===== src/rtl/tempo_sequencer.sv =====
// Beat scheduler: countdown divider with start/pause/stop, tick-boundary tempo changes, beat/measure counters (TEMPO_SEQ_MEASURE_EN adds measures/DONE).
// Latency: first tick period+1 cycles after start is sampled; outputs decode registers only.
// Backpressure: period_ready drops while a tempo change is pending and rises after the reload that consumes it.
module tempo_sequencer #(
    parameter int                WIDTH             = 28,
    parameter int                BEATS_PER_MEASURE = 4,
    parameter int                MEASURE_W         = 8,
    parameter logic [WIDTH-1:0]  RESET_PERIOD      = WIDTH'(12_499_999)
) (
    input  logic                 clock,
    input  logic                 reset_b,
    input  logic                 start,
    input  logic                 pause,
    input  logic                 stop,
    input  logic [WIDTH-1:0]     period,
    input  logic                 period_valid,
    output logic                 period_ready,
    input  logic [MEASURE_W-1:0] num_measures,
    output logic                 tick,
    output logic [2:0]           beat_idx,
    output logic                 measure_tick,
    output logic [MEASURE_W-1:0] measure_count,
    output logic                 busy,
    output logic                 done
);

    typedef enum logic [1:0] {S_IDLE, S_RUN, S_PAUSE, S_DONE} state_t;

    localparam logic [2:0] LAST_BEAT = 3'(BEATS_PER_MEASURE - 1);

    state_t           state;
    logic [WIDTH-1:0] count;
    logic [WIDTH-1:0] active_period;
    logic [WIDTH-1:0] pending_period;
    logic             pending;
    logic             accept;
    logic             last_beat;
    logic             song_end;

    assign tick         = (state == S_RUN) && (count == '0);
    assign last_beat    = (beat_idx == LAST_BEAT);
    assign busy         = (state == S_RUN) || (state == S_PAUSE);
    assign period_ready = !pending;
    assign accept       = period_valid && !pending;

`ifdef TEMPO_SEQ_MEASURE_EN
    logic [MEASURE_W-1:0] meas_cnt;
    logic [MEASURE_W-1:0] meas_next;

    assign measure_tick  = tick && last_beat;
    assign measure_count = meas_cnt;
    assign done          = (state == S_DONE);
    assign meas_next     = (meas_cnt == '1) ? meas_cnt : meas_cnt + MEASURE_W'(1);
    // num_measures of zero means an endless song
    assign song_end      = measure_tick && (num_measures != '0) && (meas_next == num_measures);
`else
    logic unused_num_measures;

    assign measure_tick        = 1'b0;
    assign measure_count       = '0;
    assign done                = 1'b0;
    assign song_end            = 1'b0;
    assign unused_num_measures = ^num_measures;
`endif

    always_ff @(posedge clock or negedge reset_b) begin
        if (!reset_b) begin
            state          <= S_IDLE;
            count          <= '0;
            beat_idx       <= '0;
            pending        <= 1'b0;
            pending_period <= '0;
            active_period  <= RESET_PERIOD;
`ifdef TEMPO_SEQ_MEASURE_EN
            meas_cnt       <= '0;
`endif
        end else if (stop) begin
            state    <= S_IDLE;
            count    <= '0;
            beat_idx <= '0;
            pending  <= 1'b0;
`ifdef TEMPO_SEQ_MEASURE_EN
            meas_cnt <= '0;
`endif
            // Heading to IDLE, so an offer taken in this cycle becomes the tempo directly
            if (accept)
                active_period <= period;
        end else begin
            case (state)
                S_IDLE, S_DONE: begin
                    if (start) begin
                        state    <= S_RUN;
                        beat_idx <= '0;
`ifdef TEMPO_SEQ_MEASURE_EN
                        meas_cnt <= '0;
`endif
                        if (pending) begin
                            count         <= pending_period;
                            active_period <= pending_period;
                            pending       <= 1'b0;
                        end else begin
                            count <= active_period;
                        end
                    end
                    if (accept)
                        active_period <= period;
                end
                S_RUN: begin
                    if (count != '0) begin
                        count <= count - WIDTH'(1);
                    end else begin
                        beat_idx <= last_beat ? 3'd0 : beat_idx + 3'd1;
`ifdef TEMPO_SEQ_MEASURE_EN
                        if (measure_tick)
                            meas_cnt <= meas_next;
`endif
                        if (pending) begin
                            count         <= pending_period;
                            active_period <= pending_period;
                            pending       <= 1'b0;
                        end else begin
                            count <= active_period;
                        end
                    end
                    if (song_end)
                        state <= S_DONE;
                    else if (pause)
                        state <= S_PAUSE;
                    // accept implies pending was clear, so this never races the reload above
                    if (accept) begin
                        pending_period <= period;
                        pending        <= 1'b1;
                    end
                end
                S_PAUSE: begin
                    if (!pause)
                        state <= S_RUN;
                    if (accept) begin
                        pending_period <= period;
                        pending        <= 1'b1;
                    end
                end
                default: state <= S_IDLE;
            endcase
        end
    end

endmodule


===== config.mk =====
export PLATFORM = sky130hd
export DESIGN_NAME = tempo_sequencer
export DESIGN_NICKNAME = d
export VERILOG_FILES = /design/src/rtl/tempo_sequencer.sv
export SDC_FILE = /design/constraint.sdc
export NUM_CORES = 1
export LEC_CHECK = 0
export CAP_MARGIN = 25
export CORE_AREA = 2 2 112 114
export CTS_CLUSTER_DIAMETER = 50
export DETAILED_ROUTE_END_ITERATION = 16
export DIE_AREA = 0 0 114 116
export GPL_TIMING_DRIVEN = 0
export PLACE_DENSITY_LB_ADDON = 0.05
export SLEW_MARGIN = 10
export SYNTH_ARGS = -nofsm -noshare
export SYNTH_HDL_FRONTEND = slang
export SYNTH_SLANG_ARGS = --single-unit

===== constraint.sdc =====
create_clock -name clock -period 7.05 [get_ports clock]
set_clock_uncertainty 0.1 [all_clocks]
set_input_delay 1.41 -clock clock [delete_from_list [all_inputs] [get_ports clock]]
set_output_delay 1.41 -clock clock [all_outputs]
set_load 0.05 [all_outputs]

==> flow_summary.json, run 1 <==
{
  "yosysWarnings": 0,
  "pwr-share-clk_pct": 23.0,
  "syn_avg_cell_area_sq_um": 9.328,
  "grt_usage_pct": 22.55,
  "cts-root-buf": "clkbuf_16",
  "cts_setup_buffers": 0,
  "routedWlPerCell_microns": 18.43,
  "ys_ff_latch": 90,
  "power.density_nw_per_um2": 363.3,
  "postCtsResizedCells": 0,
  "syn_area_sq_um": 5065,
  "hold_viol_final": 0,
  "syn_to_final_growth_pct": 18.21,
  "rsz0062_at_grt": "false",
  "cap_violations": 0,
  "worstReg2RegStart": "state[1]$_DFFE_PN0P_",
  "period_share_pct": 67.66,
  "setup_viol": 0,
  "start_util_pct": 42.52,
  "place_inst": 738,
  "slew_violations": 0,
  "power_switching_uw": 841.5,
  "total_power_mw": 2.175,
  "worst_pin_slew_ns": 0.8920,
  "crit_fanout": 10,
  "io_pins": 58,
  "path_class": "flip-flop to output port",
  "cts_hold_buf": 0,
  "coreArea_sq_um": 11910,
  "p_comb_share_pct": 38.5,
  "hold_start": "active_period[19]$_DFFE_PN1P_",
  "drt_iter0_drc": 304,
  "synth.area.top_cells": "dfrtp_1 (37%), dfstp_2 (8.3%), mux2_2 (6.7%)",
  "fin_cells": 755,
  "synthArstFlopShare_pct": 100.0,
  "numCtsBuffers": 9,
  "vias_per_cell": 5.654,
  "cts_buffer_depth": 2,
  "die_y_microns": 116,
  "reg2reg_to": "count[22]$_DFFE_PN0P_",
  "clk_pin_slew_ns": 0.07,
  "grt_pass1_wl_mm": 22.69,
  "yosysSeqAreaShare_pct": 44.86,
  "start_kind": "flip-flop",
  "crit_family": "simple AND/OR/NAND/NOR gates",
  "cts_tree": "built",
  "outcome": "completed",
  "r2r_setup_slack_ns": 3.69,
  "routed_wl_mm": 13.92,
  "holdPathStages": 2,
  "dieWidth_microns": 114,
  "yosysMostFrequentCell": "dfrtp_1",
  "power.internal_mw": 1.334,
  "synth_top_area_cell": "dfrtp_1",
  "layout.nets": 649,
  "slowest_stage": "clkdlybuf4s50_1",
  "gr-total-overflow": 0,
  "peakVddDrop_v": 0.0002317,
  "critPathCaptureType": "output port",
  "drc_errors": 0,
  "globalplace.congestion": 0.8150,
  "htreeDepth": 3,
  "grt_pass1_vias": 4317,
  "fmax_ghz": 0.2096,
  "final_core_util_pct": 50.26,
  "synth_edf_count": 0,
  "drive_gt1_share_pct": 14.83,
  "slowest_delay_ns": 0.85,
  "whs_endpoint": "active_period[19]$_DFFE_PN1P_",
  "crit_arrival_ns": 3.26,
  "swShare_pct": 38.69,
  "holdWs_ns": 0.3612,
  "clock_sinks": 90,
  "seq_power_share_pct": 38.5,
  "period_needed_ns": 4.770,
  "io_buffers": 38,
  "r2r_cells": 8,
  "syn_inst": 543,
  "cp_data_required_time_ns": 5.54,
  "path_cells": "inv_1 -> ha_1 -> nor4b_1 -> nand4_1 -> nor3_4 -> clkdlybuf4s50_1",
  "antenna_found_initial": 1,
  "fin_tns_setup_ns": 0,
  "p_leak_nw": 2.431,
  "path_buf_inv": 2,
  "hold_class": "flip-flop to flip-flop",
  "synth_common_cells": "dfrtp_1 (74), nand2_1 (69), o21ai_0 (60)",
  "synth_top_area_share_pct": 36.56,
  "ys_types": 53,
  "dieArea_sq_um": 13220,
  "clkLatencyLatePin_ns": 0.35,
  "slew_headroom_pct": 40.31,
  "hpwl_mm": 9.866,
  "grt_max_degree": 52,
  "std_cell_rows": 40,
  "ant_nets": 0,
  "drtPass1Iterations": 5,
  "vias": 4269,
  "synth_ff_type": "dfrtp_1"
}
## kinds of logic after synthesis
family / count (synthesis) / share of synthesized area (%)
simple gates: 171 / 15.96
compound gates: 163 / 20.01
flops: 90 / 44.86
mux: 58 / 12.20
buf+inv: 55 / 5.657
fa+ha+maj: 5 / 1.235
other cells: 1 / 0.07404
## final cells by class
type	instances	area (sq um)
flip-flops and latches	90	2272
fillers	1158	5924
plain buffers	44	245.2
clock buffers	11	242.7
inverters	11	41.29
multi-input cells	407	2540
repair buffers	39	397.9
clock inverters	5	61.31
well taps	147	183.9
diodes	1	2.502
## worst max-delay path by stage
stage	start	endpoint	slack (ns)	depth (start not counted)
finish	count[0]$_DFFE_PN0P_	tick	2.28	6
global placement	reset_b	pending_period[13]$_DFFE_PN0P_	0.84	1
CTS	count[0]$_DFFE_PN0P_	tick	2.25	6
global route	count[22]$_DFFE_PN0P_	tick	2.11	4
detailed placement	count[0]$_DFFE_PN0P_	tick	2.64	6
floorplan	count[4]$_DFFE_PN0P_	tick	3.40	5
## power groups by stage
stage | Clock [mW] | Combinational [mW] | Sequential [mW]
6_report | 0.500 | 0.837 | 0.838
5_1_grt | 0.535 | 0.939 | 0.865
4_1_cts | 0.512 | 0.837 | 0.837
3_5_place_dp | 0 | 0.834 | 0.845
3_3_place_gp | 0 | 0.823 | 0.840
2_1_floorplan | 0 | 0.612 | 0.812
## state kept, by name (all words and copies together), names as in the netlist
register and cells:
beat_idx 3, pending_period 28, count 28, active_period 28, pending 1, state 2
## tightest hold or removal path: cells and delay by family (launching register included)
| family | cells | cell delay, ns |
|---|---|---|
| DFF | 1 | 0.37 |
| AOI/OAI and AO/OA | 1 | 0.05 |
| and+or+nand+nor | 1 | 0.04 |
## cell usage in the layout (no fill, tap or decap), types with 14 or more instances in the layout
master and n:
dfrtp_1 74, buf_4 14, dfstp_2 16, a21oi_1 22, nand2_1 69, mux2_2 30
mux2i_1 28, clkbuf_1 22, o21ai_1 23, o21ai_0 60, nor2_1 44, clkdlybuf4s50_1 37
o22a_1 16
## per-layer routing
metal	global-route usage, %	part of all wire (%)	vias up
met2	35.67	46	104
met3	5.753	4.4	19
met5	0	0	-
met1	30.43	48	2075
li1	-	-	2071
met4	7.398	1.9	0
## stage by stage
step	setup WS (ns)	area (sq um)
finish	2.280	5987
global route	2.112	5984
CTS	2.253	5984
detailed placement	2.641	5680
global placement	0.8424	5663
floorplan	3.400	5099
Note: power is estimated with default switching activity, not from simulation.
==> run 2, diff against run 1 <==
Clock period 7.05 ns to 4.2 ns, I/O delays scaled along.
==> flow_summary.json, run 2 (synthesis gave the netlist of run 1 again) <==
{
  "multiInputGateArea_sq_um": 2540,
  "clk_pin_slew_ns": 0.07,
  "ant_nets": 0,
  "path_buf_inv": 2,
  "fill_cells": 1157,
  "grt_pass1_vias": 4323,
  "cts_hold_buf": 0,
  "globalplace.congestion": 0.8150,
  "gr-total-overflow": 0,
  "path_cells": "or4_1 -> or4_1 -> buf_4 -> nor3_4 -> clkdlybuf4s50_1",
  "drtPass1Iterations": 5,
  "grt_usage_pct": 22.70,
  "antenna_found_initial": 1,
  "numCtsBuffers": 9,
  "start_util_pct": 42.52,
  "slowest_delay_ns": 0.84,
  "period_share_pct": 97.34,
  "power_switching_mw": 1.422,
  "hpwl_mm": 9.866,
  "seqCellArea_sq_um": 2272,
  "outcome": "completed",
  "layout.cells.most_common_list": "dfrtp_1 (74), nand2_1 (69), o21ai_0 (60), nor2_1 (44), clkdlybuf4s50_1 (37)",
  "layout_commonest_cell": "dfrtp_1",
  "swShare_pct": 38.72,
  "vias": 4271,
  "pwr-share-clk_pct": 22.9,
  "io_pins": 58,
  "p_leak_nw": 2.439,
  "drive_gt1_share_pct": 15.11,
  "dieArea_sq_um": 13220,
  "hold_class": "flip-flop to flip-flop",
  "crit_arrival_ns": 3.15,
  "slowest_stage": "clkdlybuf4s50_1",
  "die_y_microns": 116,
  "p_comb_share_pct": 38.8,
  "worstReg2RegStart": "state[1]$_DFFE_PN0P_",
  "coreArea_sq_um": 11910,
  "grt_pass1_wl_mm": 22.83,
  "drt_iter0_drc": 273,
  "htreeDepth": 3,
  "final_core_util_pct": 50.39,
  "syn_to_final_growth_pct": 18.50,
  "drc_errors": 0,
  "std_cell_rows": 40,
  "hold_start": "active_period[19]$_DFFE_PN1P_",
  "clock_sinks": 90,
  "hold_viol_final": 0,
  "cts_tree": "built",
  "layout.nets": 651,
  "placed_cell_area_sq_um": 5680,
  "rsz0062_at_grt": "false",
  "fmax_ghz": 0.2446,
  "power.density_nw_per_um2": 611.7,
  "vias_per_cell": 5.642,
  "top_regs": "active_period (28), count (28), pending_period (28)",
  "r2r_setup_slack_ns": 0.86,
  "period_needed_ns": 4.088,
  "holdWs_ns": 0.3612,
  "grt_max_degree": 52,
  "r2r_cells": 8,
  "holdPathStages": 2,
  "path_class": "flip-flop to output port",
  "crit_fanout": 9,
  "seq_power_share_pct": 38.4,
  "peakVddDrop_v": 0.0003878,
  "postLayoutCellArea_sq_um": 6002,
  "cts_buffer_depth": 2,
  "reg2reg_to": "count[22]$_DFFE_PN0P_",
  "whs_endpoint": "active_period[19]$_DFFE_PN1P_",
  "cap_violations": 0,
  "power.internal_mw": 2.250,
  "routed_wl_mm": 14.03,
  "io_buffers": 38,
  "cp_data_required_time_ns": 3.26,
  "crit_family": "simple AND/OR/NAND/NOR gates",
  "critPathCaptureType": "output port",
  "slew_headroom_pct": 40.85,
  "clkLatencyLatePin_ns": 0.35,
  "setup_viol": 0,
  "start_kind": "flip-flop",
  "routedWlPerCell_microns": 18.53,
  "fin_tns_setup_ns": 0,
  "slew_violations": 0,
  "crit_top_cell": "or4_1",
  "cts-root-buf": "clkbuf_16",
  "dieWidth_microns": 114,
  "worst_pin_slew_ns": 0.8840
}
run 2: cell count changes in the layout (fill, tap and decap cells not counted):
cell   before  now
buf_4      14   16
run 2: how the worst max path moves through the flow:
stage,startpoint,end,slack (ns),cells after the start
after floorplan,count[4]$_DFFE_PN0P_,tick,1.12,5
after global placement,reset_b,pending_period[13]$_DFFE_PN0P_,-1.44,1
after detailed placement,count[0]$_DFFE_PN0P_,tick,0.36,6
after CTS,count[10]$_DFFE_PN0P_,tick,0.10,5
after global routing,count[10]$_DFFE_PN0P_,tick,0.05,5
final,count[10]$_DFFE_PN0P_,tick,0.11,5
run 2: routing by layer:
metal  wire length, microns  vias up  track usage, %
met3                    763       21           6.015
met2                   6362      104           35.63
met4                    319        0           7.967
met1                   6583     2068           30.53
met5                      0        -               0
li1                       -     2078               -
run 2: worst min-delay path, cell delays in order (launching register included):
cell     delay [ns]
dfstp_2        0.37
nand2_1        0.04
o21ai_1        0.05
run 2: final cells by class:
cell class	count	share of cell area (%)
multi-input cells	407	42.32
flip-flops and latches	90	37.86
repair buffers	41	6.879
plain buffers	44	4.086
clock buffers	11	4.044
well taps	147	3.064
clock inverters	5	1.021
inverters	11	0.6879
diodes	1	0.04169
run 2: metrics by stage:
step / setup WS (ns) / instances / total power [mW]
floorplan: 1.120 / 552 / 2.390
global placement: -1.438 / 737 / 2.791
detailed placement: 0.3609 / 738 / 2.819
CTS: 0.1003 / 756 / 3.687
global route: 0.04614 / 756 / 3.946
finish: 0.1115 / 757 / 3.672
run 2: timing repair:
item / CTS / global route
buffers inserted: 2 / 0
endpoints found under the setup margin: 1 / 0
resized for setup: 0 / 0
hold endpoints to repair: 0 / 0
run 2: power by group through the flow:
| stage | Clock, mW | Combinational, mW | Sequential, mW |
|---|---|---|---|
| after floorplan | 0 | 1.03 | 1.36 |
| after global placement | 0 | 1.38 | 1.41 |
| after global routing | 0.898 | 1.60 | 1.45 |
| after CTS | 0.860 | 1.42 | 1.40 |
| final | 0.840 | 1.42 | 1.41 |
| after detailed placement | 0 | 1.40 | 1.42 |
